**src/rtl/ps2_pkg.sv**
```systemverilog
// Shared PS/2 definitions: transmitter states, keyboard command/response
// bytes and the counter widths used by the host-side PS/2 logic.
package ps2_pkg;

  typedef enum logic [2:0] {
    IDLE,
    INHIBIT,
    REQ,
    SEND,
    ACK,
    WAIT_IDLE,
    DONE,
    ERR
  } ps2_tx_state_t;

  // Host-to-keyboard commands
  localparam logic [7:0] CMD_SET_LEDS = 8'hED;
  localparam logic [7:0] CMD_ENABLE   = 8'hF4;
  localparam logic [7:0] CMD_RESET    = 8'hFF;

  // Keyboard responses
  localparam logic [7:0] RSP_ACK      = 8'hFA;
  localparam logic [7:0] RSP_RESEND   = 8'hFE;

  // Scan-code break prefix
  localparam logic [7:0] BREAK_PREFIX = 8'hF0;

  // Watchdog / phase counter and bit counter widths
  localparam int CNT_W    = 20;
  localparam int BITCNT_W = 4;

  // PS/2 frames carry odd parity: the parity bit makes the total count of ones odd
  function automatic logic odd_parity(input logic [7:0] data);
    return ~^data;
  endfunction

endpackage

```
**src/rtl/ps2_clk_filter.sv**
```systemverilog
// PS/2 clock conditioning: 2-FF synchronizer, FILTER_LEN-sample glitch
// filter, and one-cycle fall/rise pulses on the filtered level.
// Pin edge to fall/rise pulse is FILTER_LEN+3 cycles.
module ps2_clk_filter #(
  parameter int FILTER_LEN = 8
) (
  input  logic clock50,
  input  logic reset,
  input  logic pin_in,
  output logic level,
  output logic fall,
  output logic rise
);

  logic [1:0]            sync_reg;
  logic [FILTER_LEN-1:0] hist_reg;
  logic [FILTER_LEN-1:0] hist_next;
  logic                  level_reg;
  logic                  level_next;
  logic                  fall_reg;
  logic                  rise_reg;

  // Sample history: newest synchronized sample enters at bit 0
  genvar gi;
  generate
    for (gi = 0; gi < FILTER_LEN; gi++) begin : g_hist
      if (gi == 0) begin : g_head
        assign hist_next[gi] = sync_reg[1];
      end else begin : g_tail
        assign hist_next[gi] = hist_reg[gi-1];
      end
    end
  endgenerate

  // Synchronize the asynchronous pin and shift the sample history (idle bus is high)
  always_ff @(posedge clock50) begin
    if (reset) begin
      sync_reg <= 2'b11;
      hist_reg <= '1;
    end else begin
      sync_reg <= {sync_reg[0], pin_in};
      hist_reg <= hist_next;
    end
  end

  // Filtered level only changes once the whole history agrees
  always_comb begin
    level_next = level_reg;
    if (&hist_reg) begin
      level_next = 1'b1;
    end else if (~|hist_reg) begin
      level_next = 1'b0;
    end
  end

  // Register the filtered level together with its edge pulses
  always_ff @(posedge clock50) begin
    if (reset) begin
      level_reg <= 1'b1;
      fall_reg  <= 1'b0;
      rise_reg  <= 1'b0;
    end else begin
      level_reg <= level_next;
      fall_reg  <= level_reg & ~level_next;
      rise_reg  <= ~level_reg & level_next;
    end
  end

  assign level = level_reg;
  assign fall  = fall_reg;
  assign rise  = rise_reg;

endmodule

```
**src/rtl/ps2_host_tx.sv**
```systemverilog
// Host-to-device PS/2 transmitter: inhibits the clock, issues the
// request-to-send start bit, shifts out data/parity/stop on device clock
// falls, then checks the device ACK bit. Pins are driven open-drain via *_oe.
module ps2_host_tx
  import ps2_pkg::*;
#(
  parameter int INHIBIT_CYCLES    = 5000,
  parameter int REQ_CYCLES        = 250,
  parameter int FIRST_CLK_TIMEOUT = 750000,
  parameter int BIT_TIMEOUT       = 100000,
  parameter int FILTER_LEN        = 8
) (
  input  logic       CLOCK_50,
  input  logic       reset,
  input  logic [7:0] tx_data,
  input  logic       tx_valid,
  output logic       tx_ready,
  input  logic       ps2_clk_in,
  input  logic       ps2_dat_in,
  output logic       ps2_clk_oe,
  output logic       ps2_dat_oe,
  output logic       busy,
  output logic       tx_done,
  output logic       tx_error
);

  localparam logic [CNT_W-1:0]    INHIBIT_LAST = CNT_W'(INHIBIT_CYCLES - 1);
  localparam logic [CNT_W-1:0]    REQ_LAST     = CNT_W'(REQ_CYCLES - 1);
  localparam logic [CNT_W-1:0]    FIRST_LOAD   = CNT_W'(FIRST_CLK_TIMEOUT);
  localparam logic [CNT_W-1:0]    BIT_LOAD     = CNT_W'(BIT_TIMEOUT);
  localparam logic [CNT_W-1:0]    WDOG_LAST    = CNT_W'(1);
  localparam logic [BITCNT_W-1:0] LAST_BIT     = BITCNT_W'(9);

  ps2_tx_state_t        state_reg, state_next;
  logic [9:0]           shift_reg, shift_next;
  logic [CNT_W-1:0]     phase_reg, phase_next;
  logic [CNT_W-1:0]     wdog_reg, wdog_next;
  logic [BITCNT_W-1:0]  bitcnt_reg, bitcnt_next;
  logic                 clk_oe_reg, clk_oe_next;
  logic                 dat_oe_reg, dat_oe_next;
  logic                 tx_ready_reg, busy_reg, tx_done_reg, tx_error_reg;
  logic [1:0]           dat_sync_reg;
  logic                 dat_sync;
  logic                 clk_level, clk_fall, clk_rise;

  ps2_clk_filter #(
    .FILTER_LEN(FILTER_LEN)
  ) u_clk_filter (
    .clock50(CLOCK_50),
    .reset  (reset),
    .pin_in (ps2_clk_in),
    .level  (clk_level),
    .fall   (clk_fall),
    .rise   (clk_rise)
  );

  // Data pin only needs metastability protection; it is sampled on clock falls
  always_ff @(posedge CLOCK_50) begin
    if (reset) begin
      dat_sync_reg <= 2'b11;
    end else begin
      dat_sync_reg <= {dat_sync_reg[0], ps2_dat_in};
    end
  end
  assign dat_sync = dat_sync_reg[1];

  // Next-state, datapath and line-drive decode; counters saturate instead of wrapping
  always_comb begin
    state_next  = state_reg;
    shift_next  = shift_reg;
    phase_next  = phase_reg;
    wdog_next   = wdog_reg;
    bitcnt_next = bitcnt_reg;
    dat_oe_next = dat_oe_reg;
    case (state_reg)
      IDLE: begin
        if (tx_valid && tx_ready_reg) begin
          shift_next = {1'b1, odd_parity(tx_data), tx_data};
          phase_next = '0;
          state_next = INHIBIT;
        end
      end
      INHIBIT: begin
        if (phase_reg >= INHIBIT_LAST) begin
          phase_next = '0;
          state_next = REQ;
        end else if (phase_reg != '1) begin
          phase_next = phase_reg + 1'b1;
        end
      end
      REQ: begin
        if (phase_reg >= REQ_LAST) begin
          wdog_next   = FIRST_LOAD;
          bitcnt_next = '0;
          state_next  = SEND;
        end else if (phase_reg != '1) begin
          phase_next = phase_reg + 1'b1;
        end
      end
      SEND: begin
        // A fall arriving on the expiry cycle still counts as progress
        if (clk_fall) begin
          dat_oe_next = ~shift_reg[0];
          shift_next  = {1'b0, shift_reg[9:1]};
          wdog_next   = BIT_LOAD;
          if (bitcnt_reg != '1) begin
            bitcnt_next = bitcnt_reg + 1'b1;
          end
          if (bitcnt_reg == LAST_BIT) begin
            state_next = ACK;
          end
        end else if (wdog_reg <= WDOG_LAST) begin
          state_next = ERR;
        end else begin
          wdog_next = wdog_reg - 1'b1;
        end
      end
      ACK: begin
        if (clk_fall) begin
          if (!dat_sync) begin
            wdog_next  = BIT_LOAD;
            state_next = WAIT_IDLE;
          end else begin
            state_next = ERR;
          end
        end else if (wdog_reg <= WDOG_LAST) begin
          state_next = ERR;
        end else begin
          wdog_next = wdog_reg - 1'b1;
        end
      end
      WAIT_IDLE: begin
        // Device releasing its clock after the ACK bit is progress too
        if (clk_level && dat_sync) begin
          state_next = DONE;
        end else if (clk_rise) begin
          wdog_next = BIT_LOAD;
        end else if (wdog_reg <= WDOG_LAST) begin
          state_next = ERR;
        end else begin
          wdog_next = wdog_reg - 1'b1;
        end
      end
      DONE:    state_next = IDLE;
      ERR:     state_next = IDLE;
      default: state_next = IDLE;
    endcase
    // Clock is only ever pulled before the device takes over; data only in REQ/SEND
    clk_oe_next = (state_next == INHIBIT) || (state_next == REQ);
    if (state_next == REQ) begin
      dat_oe_next = 1'b1;
    end else if (state_next != SEND) begin
      dat_oe_next = 1'b0;
    end
  end

  // State and registered outputs, all derived from the next state
  always_ff @(posedge CLOCK_50) begin
    if (reset) begin
      state_reg    <= IDLE;
      shift_reg    <= '0;
      phase_reg    <= '0;
      wdog_reg     <= '0;
      bitcnt_reg   <= '0;
      clk_oe_reg   <= 1'b0;
      dat_oe_reg   <= 1'b0;
      tx_ready_reg <= 1'b1;
      busy_reg     <= 1'b0;
      tx_done_reg  <= 1'b0;
      tx_error_reg <= 1'b0;
    end else begin
      state_reg    <= state_next;
      shift_reg    <= shift_next;
      phase_reg    <= phase_next;
      wdog_reg     <= wdog_next;
      bitcnt_reg   <= bitcnt_next;
      clk_oe_reg   <= clk_oe_next;
      dat_oe_reg   <= dat_oe_next;
      tx_ready_reg <= (state_next == IDLE);
      busy_reg     <= (state_next != IDLE);
      tx_done_reg  <= (state_next == DONE);
      tx_error_reg <= (state_next == ERR);
    end
  end

  assign ps2_clk_oe = clk_oe_reg;
  assign ps2_dat_oe = dat_oe_reg;
  assign tx_ready   = tx_ready_reg;
  assign busy       = busy_reg;
  assign tx_done    = tx_done_reg;
  assign tx_error   = tx_error_reg;

endmodule

```
**config.mk**
```make
export PLATFORM = sky130hd
export DESIGN_NAME = ps2_host_tx
export DESIGN_NICKNAME = d
export VERILOG_FILES = /design/src/rtl/ps2_pkg.sv /design/src/rtl/ps2_clk_filter.sv /design/src/rtl/ps2_host_tx.sv
export SDC_FILE = /design/constraint.sdc
export NUM_CORES = 1
export LEC_CHECK = 0
export ABC_AREA = 1
export CELL_PAD_IN_SITES_DETAIL_PLACEMENT = 1
export CELL_PAD_IN_SITES_GLOBAL_PLACEMENT = 1
export CORE_MARGIN = 3
export CORE_UTILIZATION = 35
export CTS_CLUSTER_SIZE = 24
export DETAILED_ROUTE_END_ITERATION = 6
export PLACE_DENSITY_LB_ADDON = 0.1
export SETUP_SLACK_MARGIN = 0.1
export SLEW_MARGIN = 5
export SYNTH_ARGS = -nofsm -noshare
export SYNTH_HDL_FRONTEND = slang
export SYNTH_SLANG_ARGS = --single-unit
```
**constraint.sdc**
```tcl
create_clock -name CLOCK_50 -period 1.85 [get_ports CLOCK_50]
set_input_delay 0.555 -clock CLOCK_50 [delete_from_list [all_inputs] [get_ports CLOCK_50]]
set_output_delay 0.555 -clock CLOCK_50 [all_outputs]
set_load 0.01 [all_outputs]
```
==> results of run 1 <==
[timing repair]
action                     CTS  global route
resized for setup           71           152
cloned                       2             0
setup endpoints to repair   52            62
setup buffers               10            29
pin swaps                   21            67
[logic make-up after synthesis]
group | share of synthesized area
compound gates | 0.122
xor+xnor | 0.0435
fa+ha+maj | 0.0207
buf+inv | 0.0800
flops | 0.370
simple gates | 0.364
[worst reg2reg max path, cell delays in order (launching register included)]
cell,delay (ns)
sky130_fd_sc_hd__dfxtp_4,0.39
sky130_fd_sc_hd__ha_4,0.16
sky130_fd_sc_hd__nand2_4,0.07
sky130_fd_sc_hd__nor2_4,0.15
sky130_fd_sc_hd__nand2_4,0.08
sky130_fd_sc_hd__nor2_4,0.10
sky130_fd_sc_hd__nand3_2,0.10
sky130_fd_sc_hd__nor2_4,0.16
sky130_fd_sc_hd__nand3_4,0.17
sky130_fd_sc_hd__nand2_4,0.17
sky130_fd_sc_hd__xor2_1,0.14
sky130_fd_sc_hd__nor2_1,0.05
[layout make-up]
class,count,share of cell area
Timing Repair Buffer,124,0.170
Clock inverter,5,0.0166
Multi-Input combinational cell,465,0.457
Sequential cell,78,0.245
Tap cell,143,0.0275
Clock buffer,10,0.0368
Inverter,72,0.0462
[per-layer routing]
layer	GRT usage	up-vias	wire length, µm
met5	0	-	0
met4	0.0619	0	227
met3	0.0480	18	438
met2	0.371	63	7570
met1	0.265	2212	6560
li1	-	2293	-
[stage by stage]
| step | worst slack, ns | total power, mW | std cells | utilization | setup TNS (ns) |
|---|---|---|---|---|---|
| final | -0.00310 | 4.44 | 897 | 0.559 | -0.00310 |
| after global routing | -0.113 | 4.63 | 897 | 0.559 | -1.44 |
| after CTS | 0.0336 | 4.43 | 871 | 0.498 | 0 |
| after detailed placement | -0.311 | 2.24 | 844 | 0.437 | -6.23 |
| after global placement | -0.270 | 2.23 | 844 | 0.437 | -4.67 |
| after floorplan | 0.120 | 2.03 | 626 | - | 0 |
[synthesized netlist by cell type]
cell,count,share of area
sky130_fd_sc_hd__nor2_4,2,0.0053
sky130_fd_sc_hd__or2_2,7,0.010
sky130_fd_sc_hd__nand3b_1,8,0.014
sky130_fd_sc_hd__a21oi_1,36,0.043
sky130_fd_sc_hd__inv_1,62,0.055
sky130_fd_sc_hd__buf_2,1,0.0012
sky130_fd_sc_hd__o21ai_0,24,0.028
sky130_fd_sc_hd__a31oi_1,11,0.016
sky130_fd_sc_hd__nor2_1,84,0.075
sky130_fd_sc_hd__nand3_2,2,0.0047
sky130_fd_sc_hd__inv_4,1,0.0015
sky130_fd_sc_hd__a21oi_4,2,0.0077
sky130_fd_sc_hd__ha_1,7,0.021
sky130_fd_sc_hd__nor3b_1,3,0.0053
sky130_fd_sc_hd__nor2_2,4,0.0059
sky130_fd_sc_hd__nand4_1,12,0.018
sky130_fd_sc_hd__nand2_2,2,0.0030
sky130_fd_sc_hd__dfxtp_1,78,0.37
sky130_fd_sc_hd__nor3_4,1,0.0039
sky130_fd_sc_hd__nand2_4,2,0.0053
sky130_fd_sc_hd__xnor2_1,9,0.019
sky130_fd_sc_hd__clkinv_1,1,0.00089
sky130_fd_sc_hd__o22ai_1,1,0.0015
sky130_fd_sc_hd__a31o_2,1,0.0021
sky130_fd_sc_hd__nor3_1,20,0.024
sky130_fd_sc_hd__inv_2,8,0.0071
sky130_fd_sc_hd__buf_4,1,0.0018
sky130_fd_sc_hd__o41ai_1,1,0.0021
sky130_fd_sc_hd__xor2_1,12,0.025
sky130_fd_sc_hd__o31ai_1,1,0.0018
sky130_fd_sc_hd__o21ai_1,13,0.015
sky130_fd_sc_hd__clkbuf_1,8,0.0071
sky130_fd_sc_hd__buf_6,2,0.0053
sky130_fd_sc_hd__nand3_1,51,0.060
sky130_fd_sc_hd__a211oi_1,1,0.0018
sky130_fd_sc_hd__o21ai_2,1,0.0021
sky130_fd_sc_hd__nand2_1,146,0.13
[power breakdown]
group	total, mW	switching (mW)	leakage [nW]	internal [mW]
Clock	2.09	0.733	0.169	1.35
Sequential	1.79	0.0479	0.642	1.74
Combinational	0.572	0.292	2.14	0.280
Total	4.44	1.07	2.95	3.37
[final timing paths]
kind / from / end / cells past startpoint
worst min register to register: u_clk_filter.sync_reg[1] / u_clk_filter.hist_reg[0] / 1
worst max-delay path: phase_reg[0] / phase_reg[0] / 11
worst max register to register: phase_reg[0] / phase_reg[0] / 11
worst min-delay path: u_clk_filter.sync_reg[1] / u_clk_filter.hist_reg[0] / 1
==> flow_results.org, run 1 <==
** Outcome
- Result of the run :: complete, but fails checks
- Violations in the final reports :: negative setup slack

** Final layout
- Area taken by multi-input logic gates :: 0.00297 mm²
- Registers take 0.00159 mm².
- Most common cell after layout, fill and taps aside :: sky130_fd_sc_hd__nand2_1
- Final standard cell area without fillers :: 0.00649 mm²
- The number of antenna diodes in the final layout is 0.
- From synthesis to final layout, the design area changed by 53.8%.
- In the layout the commonest cells are 113 x sky130_fd_sc_hd__nand2_1, 85 x sky130_fd_sc_hd__buf_4, 64 x sky130_fd_sc_hd__dfxtp_1, 58 x sky130_fd_sc_hd__nor2_1, 54 x sky130_fd_sc_hd__inv_1.
- Layout cells sized above 1 :: 0.381
- Number of fillers in the final layout :: 1416
- Number of nets in the layout :: 770

** Drt
- Post-Route WL :: 14.8 mm
- Remaining antenna violation count after routing :: 0
- Wire length per cell :: 16.5 µm
- Total DRC errors in the routed layout :: 0
- Vias/cell :: 5.11
- After the first detailed-routing iteration, the DRC count stood at ~210.
- First-pass DRT Iterations :: 4
- Count of vias placed by the detailed router :: ~4600

** Worst setup path
- Critical path endpoint category :: flip-flop
- Broken down by cell family, the worst path's largest delay share belongs to simple AND/OR/NAND/NOR gates.
- Data on the critical path arrives at its endpoint at 2.08 ns.
- STA classifies the critical path startpoint as a flip-flop.
- Critical path class :: reg2reg
- Flop2flop setup slack :: -0.003 ns
- Peak fanout along the critical path :: 5
- Among all stages on the critical path, the largest delay is contributed by sky130_fd_sc_hd__dfxtp_4.
- Largest stage delay on the critical path :: 0.39 ns
- Buffer and inverter count on the worst path :: 0
- Traced cell by cell, the critical path runs through ha_4, nand2_4, nor2_4, nand2_4, nor2_4, nand3_2, nor2_4, nand3_4, nand2_4, xor2_1, nor2_1.
- STA puts the critical path data required time at 2.08 ns.

** GRT
- Gr ovfl total :: 0
- Largest net degree at the start of global routing :: 28
- Number of antenna violations at the first check in global routing :: 0
- For this run, the total global-route usage over all layers was measured as 0.214.
- The first global-routing pass estimated 22.8 mm of wire.
- The via count of the first global-routing pass came to between 4000 and 5000.

** Clocking
- Clock latency at the later pin of the worst-skew pair :: 0.34 ns
- TritonCTS built the clock tree.
- The clock tree synthesis step divided the H-tree into 3 levels.
- Root buffer cell :: sky130_fd_sc_hd__clkbuf_16
- Hold repair after CTS inserted 0 buffers.
- Bufs on Longest Clock Path :: 2
- Total clock buffers created by CTS :: 9
- Clock-pin slew was measured on the worst setup and hold paths at 0.06 ns.
- The clock drives 78 sinks.

** STA
- Final Hold Vio Count :: 0
- Setup repair after global routing missed its margin :: true
- Static timing analysis puts the maximum clock frequency at 540 MHz.
- Setup violations remaining at the end of the flow were counted as 1.
- Final worst clock skew :: 0.00461 ns
- Min Tclk post-route :: roughly 1.9 ns
- In this run the tightest slew margin relative to its limit is 0.433.
- Worst hold slack :: 0.415 ns
- At the pin with the least slew margin, the transition time is approximately 0.84 ns.
- Max Slew Vio Count :: 0
- Period utilisation layout :: 1.00
- Setup slack on the critical path of the routed design comes to -0.00310 ns.

** Min path
- Hold/Removal Path Class :: reg2reg

** Pwr
- The analysis attributes to cell leakage a power of between 2 and 3 nW.
- Pwr Density :: 684 mW/mm²
- Across the VDD grid, the largest voltage drop is between 500 and 600 µV.

** Floorplan
- The floorplan step defined a die boundary enclosing approximately 0.013 mm².
- Die Span Y :: 116 µm
- In this run the core area contains 39 standard-cell rows.
- I/O pins :: 19
- Core area :: 0.0116 mm²
- Initial Utilization :: 0.364
- Measured along the x axis, the die boundary spans approximately 120 µm.

** Synthesis
- In this run, distinct cell masters in the synthesized netlist total 37.
- Register bit total from synthesis :: 78
- The Yosys step of the flow raised 0 warnings.
- Average cell area after synthesis :: 6.75 µm²
- Combined area of all synthesized cells :: 0.00422 mm²
- The number of nets in the synthesized netlist is approximately 650.
- Synthesized instance count :: 626
- Of the synthesized area, sequential elements account for 0.370.

** Placed design
- Placed inst area :: between 0.005 and 0.006 mm²
- Routability-driven placement finished with a final weighted congestion of roughly 0.93.
- In this run the tool buffered the top-level ports with 18 buffer cells.
- Detailed placement ended at an HPWL of 9.96 mm.

** Job
- Max-cap violations :: 0
Power figures use the tool's default switching activity.
==> run 2: changes to the inputs <==
- CAP_MARGIN: not set -> 20
==> results of run 2 <==
Same layout as run 1: the final DEF is identical, and so are final timing and power.
